File: src/rtl/pwm_pkg.sv
// Shared types, defaults and helpers for the PWM fade controller slice.
package pwm_pkg;

  typedef enum logic {
    IDLE,
    RAMP
  } fade_state_t;

  localparam int unsigned PWM_DUTY_W   = 9;
  localparam int unsigned PWM_MAX_DUTY = 256;

  function automatic logic [31:0] sat_duty(input logic [31:0] value,
                                           input logic [31:0] max_duty);
    return (value > max_duty) ? max_duty : value;
  endfunction

endpackage

File: src/rtl/pwm_fade_controller_if.sv
// Command handshake between register/command logic and the fade controller.
interface pwm_fade_controller_if
  import pwm_pkg::*;
#(
  parameter int NUM_CH = 3,
  parameter int DUTY_W = PWM_DUTY_W
);

  localparam int CH_W = (NUM_CH > 1) ? $clog2(NUM_CH) : 1;

  logic              cmd_valid;
  logic              cmd_ready;
  logic [CH_W-1:0]   cmd_ch;
  logic [31:0]       cmd_target;
  logic [DUTY_W-1:0] cmd_step;

  modport master (
    output cmd_valid, cmd_ch, cmd_target, cmd_step,
    input  cmd_ready
  );

  modport slave (
    input  cmd_valid, cmd_ch, cmd_target, cmd_step,
    output cmd_ready
  );

endinterface

File: src/rtl/pwm_fade_channel.sv
// One duty channel: holds cur/tgt/step and applies loads and tick steps.
// With PWM_FADE_EN undefined only cur is kept and every load is a jump.
module pwm_fade_channel
  import pwm_pkg::*;
#(
  parameter int DUTY_W = PWM_DUTY_W
) (
  input  logic              clock,
  input  logic              reset,
  input  logic              load,
  input  logic [DUTY_W-1:0] load_tgt,
`ifdef PWM_FADE_EN
  input  logic [DUTY_W-1:0] load_step,
  input  logic              tick,
  output logic              at_target,
`endif
  output logic [DUTY_W-1:0] cur
);

  logic [DUTY_W-1:0] cur_q, cur_d;

`ifdef PWM_FADE_EN
  logic [DUTY_W-1:0] tgt_q, tgt_d, step_q, step_d;
  logic [DUTY_W:0]   dist, delta;

  always_comb begin
    cur_d  = cur_q;
    tgt_d  = tgt_q;
    step_d = step_q;
    dist   = (tgt_q >= cur_q) ? ({1'b0, tgt_q} - {1'b0, cur_q})
                              : ({1'b0, cur_q} - {1'b0, tgt_q});
    delta  = ({1'b0, step_q} < dist) ? {1'b0, step_q} : dist;
    // A load on this channel takes priority over a coincident tick.
    if (load) begin
      tgt_d  = load_tgt;
      step_d = load_step;
      if (load_step == '0) cur_d = load_tgt;
    end else if (tick && (cur_q != tgt_q)) begin
      if (tgt_q > cur_q) cur_d = DUTY_W'({1'b0, cur_q} + delta);
      else               cur_d = DUTY_W'({1'b0, cur_q} - delta);
    end
  end

  always_ff @(posedge clock or negedge reset) begin
    if (!reset) begin
      cur_q  <= '0;
      tgt_q  <= '0;
      step_q <= '0;
    end else begin
      cur_q  <= cur_d;
      tgt_q  <= tgt_d;
      step_q <= step_d;
    end
  end

  // Match as it will stand after the coming edge, so the FSM tracks cur/tgt without lag.
  assign at_target = (cur_d == tgt_d);
`else
  always_comb begin
    cur_d = load ? load_tgt : cur_q;
  end

  always_ff @(posedge clock or negedge reset) begin
    if (!reset) cur_q <= '0;
    else        cur_q <= cur_d;
  end
`endif

  assign cur = cur_q;

endmodule

File: src/rtl/pwm_fade_controller.sv
// Ramps each PWM channel's duty toward its commanded target, one step per tick.
// PWM_FADE_EN enables ramping; without it every command is an immediate jump.
module pwm_fade_controller
  import pwm_pkg::*;
#(
  parameter int NUM_CH   = 3,
  parameter int DUTY_W   = PWM_DUTY_W,
  parameter int MAX_DUTY = PWM_MAX_DUTY,
  parameter int TICK_DIV = 1000
) (
  input  logic                 clock,
  input  logic                 reset,
  pwm_fade_controller_if.slave cmd,
  output logic [NUM_CH*32-1:0] duty_out,
  output logic                 busy,
  output logic                 done
);

  logic              ready_q, ready_d;
  logic [31:0]       ch_ext;
  logic              accept;
  logic [DUTY_W-1:0] sat_tgt;
  logic [NUM_CH-1:0] load;
  logic [DUTY_W-1:0] cur [NUM_CH];

  assign ready_d = 1'b1;

  always_ff @(posedge clock or negedge reset) begin
    if (!reset) ready_q <= 1'b0;
    else        ready_q <= ready_d;
  end

  assign cmd.cmd_ready = ready_q;

  // Out-of-range channel indices are accepted but load nothing.
  always_comb begin
    ch_ext  = 32'(cmd.cmd_ch);
    accept  = cmd.cmd_valid && ready_q && (ch_ext < 32'(NUM_CH));
    sat_tgt = DUTY_W'(sat_duty(cmd.cmd_target, 32'(MAX_DUTY)));
    load    = '0;
    for (int unsigned i = 0; i < NUM_CH; i++) begin
      load[i] = accept && (ch_ext == 32'(i));
    end
  end

`ifdef PWM_FADE_EN
  localparam int CNT_W = (TICK_DIV > 1) ? $clog2(TICK_DIV) : 1;

  logic [CNT_W-1:0]  cnt_q, cnt_d;
  logic              tick;
  logic [NUM_CH-1:0] match;
  fade_state_t       state_q, state_d;
  logic              done_q, done_d;

  always_comb begin
    tick  = (cnt_q == CNT_W'(TICK_DIV - 1));
    cnt_d = tick ? '0 : cnt_q + CNT_W'(1);
  end

  always_ff @(posedge clock or negedge reset) begin
    if (!reset) begin
      cnt_q   <= '0;
      state_q <= IDLE;
      done_q  <= 1'b0;
    end else begin
      cnt_q   <= cnt_d;
      state_q <= state_d;
      done_q  <= done_d;
    end
  end

  always_comb begin
    state_d = (&match) ? IDLE : RAMP;
    done_d  = (state_q == RAMP) && (state_d == IDLE);
  end

  always_comb begin
    busy = (state_q == RAMP);
    done = done_q;
  end
`else
  // TICK_DIV below 1 is not a supported configuration.
  if (TICK_DIV < 1) begin : g_bad_tick_div
  end

  assign busy = 1'b0;
  assign done = 1'b0;
`endif

  for (genvar g = 0; g < NUM_CH; g++) begin : g_ch
    pwm_fade_channel #(
      .DUTY_W(DUTY_W)
    ) u_ch (
      .clock    (clock),
      .reset    (reset),
      .load     (load[g]),
      .load_tgt (sat_tgt),
`ifdef PWM_FADE_EN
      .load_step(cmd.cmd_step),
      .tick     (tick),
      .at_target(match[g]),
`endif
      .cur      (cur[g])
    );

    assign duty_out[32*g +: 32] = 32'(cur[g]);
  end

endmodule
File: src/flat_wrapper.sv
// flat-port wrapper written by rule: the top's interface ports become plain ports
module pwm_fade_controller_flat import pwm_pkg::*;
#(
  parameter int NUM_CH   = 3,
  parameter int DUTY_W   = PWM_DUTY_W,
  parameter int MAX_DUTY = PWM_MAX_DUTY,
  parameter int TICK_DIV = 1000
)
  (clock, reset, duty_out, busy, done, cmd_cmd_valid, cmd_cmd_ch, cmd_cmd_target, cmd_cmd_step, cmd_cmd_ready);
  pwm_fade_controller_if #(.NUM_CH(NUM_CH), .DUTY_W(DUTY_W)) cmd_i ();
  input  logic clock;
  input  logic reset;
  output logic [NUM_CH*32-1:0] duty_out;
  output logic busy;
  output logic done;
  input wire logic [$bits(cmd_i.cmd_valid)-1:0] cmd_cmd_valid;
  input wire logic [$bits(cmd_i.cmd_ch)-1:0] cmd_cmd_ch;
  input wire logic [$bits(cmd_i.cmd_target)-1:0] cmd_cmd_target;
  input wire logic [$bits(cmd_i.cmd_step)-1:0] cmd_cmd_step;
  output wire logic [$bits(cmd_i.cmd_ready)-1:0] cmd_cmd_ready;
  assign cmd_i.cmd_valid = cmd_cmd_valid;
  assign cmd_i.cmd_ch = cmd_cmd_ch;
  assign cmd_i.cmd_target = cmd_cmd_target;
  assign cmd_i.cmd_step = cmd_cmd_step;
  assign cmd_cmd_ready = cmd_i.cmd_ready;
  pwm_fade_controller #(.NUM_CH(NUM_CH), .DUTY_W(DUTY_W), .MAX_DUTY(MAX_DUTY), .TICK_DIV(TICK_DIV)) u_core (.clock(clock), .reset(reset), .cmd(cmd_i), .duty_out(duty_out), .busy(busy), .done(done));
endmodule
File: config.mk
export PLATFORM = sky130hd
export DESIGN_NAME = pwm_fade_controller_flat
export DESIGN_NICKNAME = d
export VERILOG_FILES = /design/src/rtl/pwm_pkg.sv /design/src/rtl/pwm_fade_controller_if.sv /design/src/rtl/pwm_fade_channel.sv /design/src/rtl/pwm_fade_controller.sv /design/src/flat_wrapper.sv
export SDC_FILE = /design/constraint.sdc
export NUM_CORES = 1
export LEC_CHECK = 0
export BUFFER_PORTS_ARGS = -buffer_cell sky130_fd_sc_hd__buf_4
export CORE_ASPECT_RATIO = 0.7
export CORE_MARGIN = 5
export CORE_UTILIZATION = 37
export CTS_BUF_LIST = sky130_fd_sc_hd__clkbuf_16
export CTS_CLUSTER_DIAMETER = 200
export CTS_CLUSTER_SIZE = 12
export DETAILED_ROUTE_END_ITERATION = 6
export PLACE_DENSITY = 0.77
export SLEW_MARGIN = 5
export SYNTH_ARGS = -nofsm -noshare
export SYNTH_HDL_FRONTEND = slang
export SYNTH_SLANG_ARGS = --single-unit
File: constraint.sdc
create_clock -name clock -period 1.43 [get_ports clock]
set_input_delay 0.143 -clock clock [delete_from_list [all_inputs] [get_ports clock]]
set_output_delay 0.143 -clock clock [all_outputs]
set_load 0.01 [all_outputs]
==> impl_results.md <==
- Num ports: 145
- Area delta synth->final: 21.0%
- DP Wirelength: 3.56 mm
- Worst path arrival time: 1440 ps
- Routed WL: 4.48 mm
- Postcts setup bufs: 0
- Worst hold path stage count: 2
- Pre-antenna DRT Iters: 4
- CTS Buf Count: 3
- R2R depth: 3
- Reg2reg setup slack: 140 ps
- Total Routing Usage GR: 12.0%
- Cells after Synth: 183
- Mapped Avg Cell Area: 10.7 um2
- Flops & latches, synth: 28
- TritonCTS clock tree: done
- Total die area: 6890 um2
- Final hold vios: 0
- Core area: 5200 um2
- GRT Residual Overflow: 0
- Non-Filler Instances: 321
- DP Cell Count: 317
- Setup ws final: 144 ps
- Final min period: 1290 ps
- Crit path launch type: flip-flop
- Worst-Skew Late Latency: 260 ps
- Vias in the first global route: 1232
- Die width: 97.1 um
- Pins Over Slew Limit: 0
- Post-route antenna net violation count: 0
- Sequential area share after synthesis: 35.7%
- Synth cell types: 18
- Yosys Warn Count: 0
- Initial Util: 37.8%
- CTS root buf: clkbuf_16
- Post_cts resized: 0
- GPL Wtd Cong: 0.722
- Post-CTS Hold Buffers: 1
- Mapped Area: 1960 um2
- HP Class: in -> reg
- Initial DRC count: 104
- Critical path class: reg -> reg
- Dpl ws: -91.9 ps
- Layout fillers: 484
- DRC Markers: 0
- # H-tree levels: 1
- F_max: 778 MHz
- Ant. Diodes: 0
- Leak: 1.24 nW
- Initial antenna violation count: 0
- Final Power: 1.69 mW
- PortBufs: 64
- Clk sinks: 28
- Worst Skew: 4.42 ps
- Clk buf depth: 2
- Multi-input logic area: 935 um2
- Via count: 1324
- Final period utilization: 89.9%
- Via/cell ratio: 4.12
- Critical path endpoint category: flip-flop
- Register area: 701 um2
- Share of layout cells above drive strength 1: 40.6%
- TNS Setup: 0 ps
- Nets: 297
- CP max FO: 16
- Clock Pin Slew Worst Setup and Hold Paths: 70 ps
- Drt wl/cell: 13.9 um
- Outcome: finished clean
- FP Rows: 22
- Placed Area: 2290 um2
- Largest net degree at the start of global routing: 29
- First-pass GRT wire length: 6.60 mm
- Final setup violation count: 0
- RSZ-0062 raised after global routing: no
- DIE HEIGHT: 71.0 um
- Worst IR drop on VDD: 700 uV
- Critical Path RT: 1590 ps
- MaxCap Viol Count: 0
- Final Cell Area: 2380 um2
- PD cells: 712 nW/um2
==> stage by stage <==
step                hold slack [ps]  util (%)
detailed placement             83.3      44.0
global route                    222      45.7
CTS                             210      45.7
finish                          206      45.7
global placement               80.5      44.0
floorplan                      -153         -
==> final timing paths <==
kind                                            startpoint                         end
worst min register to register  u_core.g_ch[2].u_ch.cur[2]  u_core.g_ch[2].u_ch.cur[2]
min in group asynchronous                            reset  u_core.g_ch[2].u_ch.cur[3]
worst max register to register        u_core.cmd.cmd_ready  u_core.g_ch[1].u_ch.cur[2]
worst min-delay path                     cmd_cmd_target[8]  u_core.g_ch[1].u_ch.cur[8]
worst max-delay path                  u_core.cmd.cmd_ready  u_core.g_ch[1].u_ch.cur[2]
max in group asynchronous                            reset  u_core.g_ch[2].u_ch.cur[7]
==> where the power goes <==
part           internal (mW)  switching (mW)
clock network          0.371           0.258
logic                 0.0941           0.167
registers              0.798         0.00407
total                   1.26           0.430
==> cells in the mapped netlist <==
library cell	count	share of area (%)
nand4_4	1	1.1
conb_1	2	0.38
clkbuf_1	4	0.76
o41ai_2	20	17
buf_6	3	1.7
o41a_2	2	1.3
o41ai_1	4	1.8
o41a_1	1	0.57
buf_2	2	0.51
nor4_2	3	1.9
nor4_1	2	0.64
buf_4	71	27
dfrtp_1	28	36
nand4bb_1	1	0.57
nand2_1	25	4.8
nor3_1	1	0.25
nand4b_1	2	0.89
nand2b_1	11	3.5
==> flip-flops by register name, summed over array words and instances (netlist names) <==
register and cells:
u_core.g_ch.u_ch.cur 27, u_core.cmd.cmd_ready 1
==> cell type report <==
| class | instances | share of cell area [%] |
|---|---|---|
| tap | 72 | 3.79 |
| timing repair buffer | 73 | 24.2 |
| multi-input combinational | 145 | 39.3 |
| clock buffer | 3 | 3.16 |
| sequential | 28 | 29.5 |
==> logic make-up after synthesis <==
| family | count (synthesis) | synth area share [%] |
|---|---|---|
| buffers and inverters | 80 | 30.1 |
| and+or+nand+nor | 46 | 13.6 |
| other | 2 | 0.382 |
| DFF | 28 | 35.7 |
| AOI/OAI and AO/OA | 27 | 20.2 |
==> cell usage in the layout (no fill, tap or decap) <==
master and count:
nand4b_1 2, nor4_2 3, nand2b_1 11, buf_4 70, nand2_1 25, dlygate4sd3_1 1, dfrtp_1 28, o41a_1 1
o41a_2 2, o41ai_1 4, o41ai_2 20, nand4bb_1 1, clkbuf_16 3, buf_12 2, nor4_1 2, nand4_4 1
conb_1 72, nor3_1 1
==> layer usage <==
layer	GRT usage [%]	vias to the layer above	part of all wire (%)	wire (um)
li1	-	637	-	-
met1	16.2	638	42	1900
met2	19.5	45	51	2300
met3	2.86	4	5.3	235
met4	2.80	0	0.89	40
met5	0	-	0	0
==> worst max-delay path, cell delays in order, from the launching register on <==
cell      delay [ps]
dfrtp_1          400
nand4b_1         170
buf_4            250
o41ai_2          360
Power figures use the tool's default switching activity.
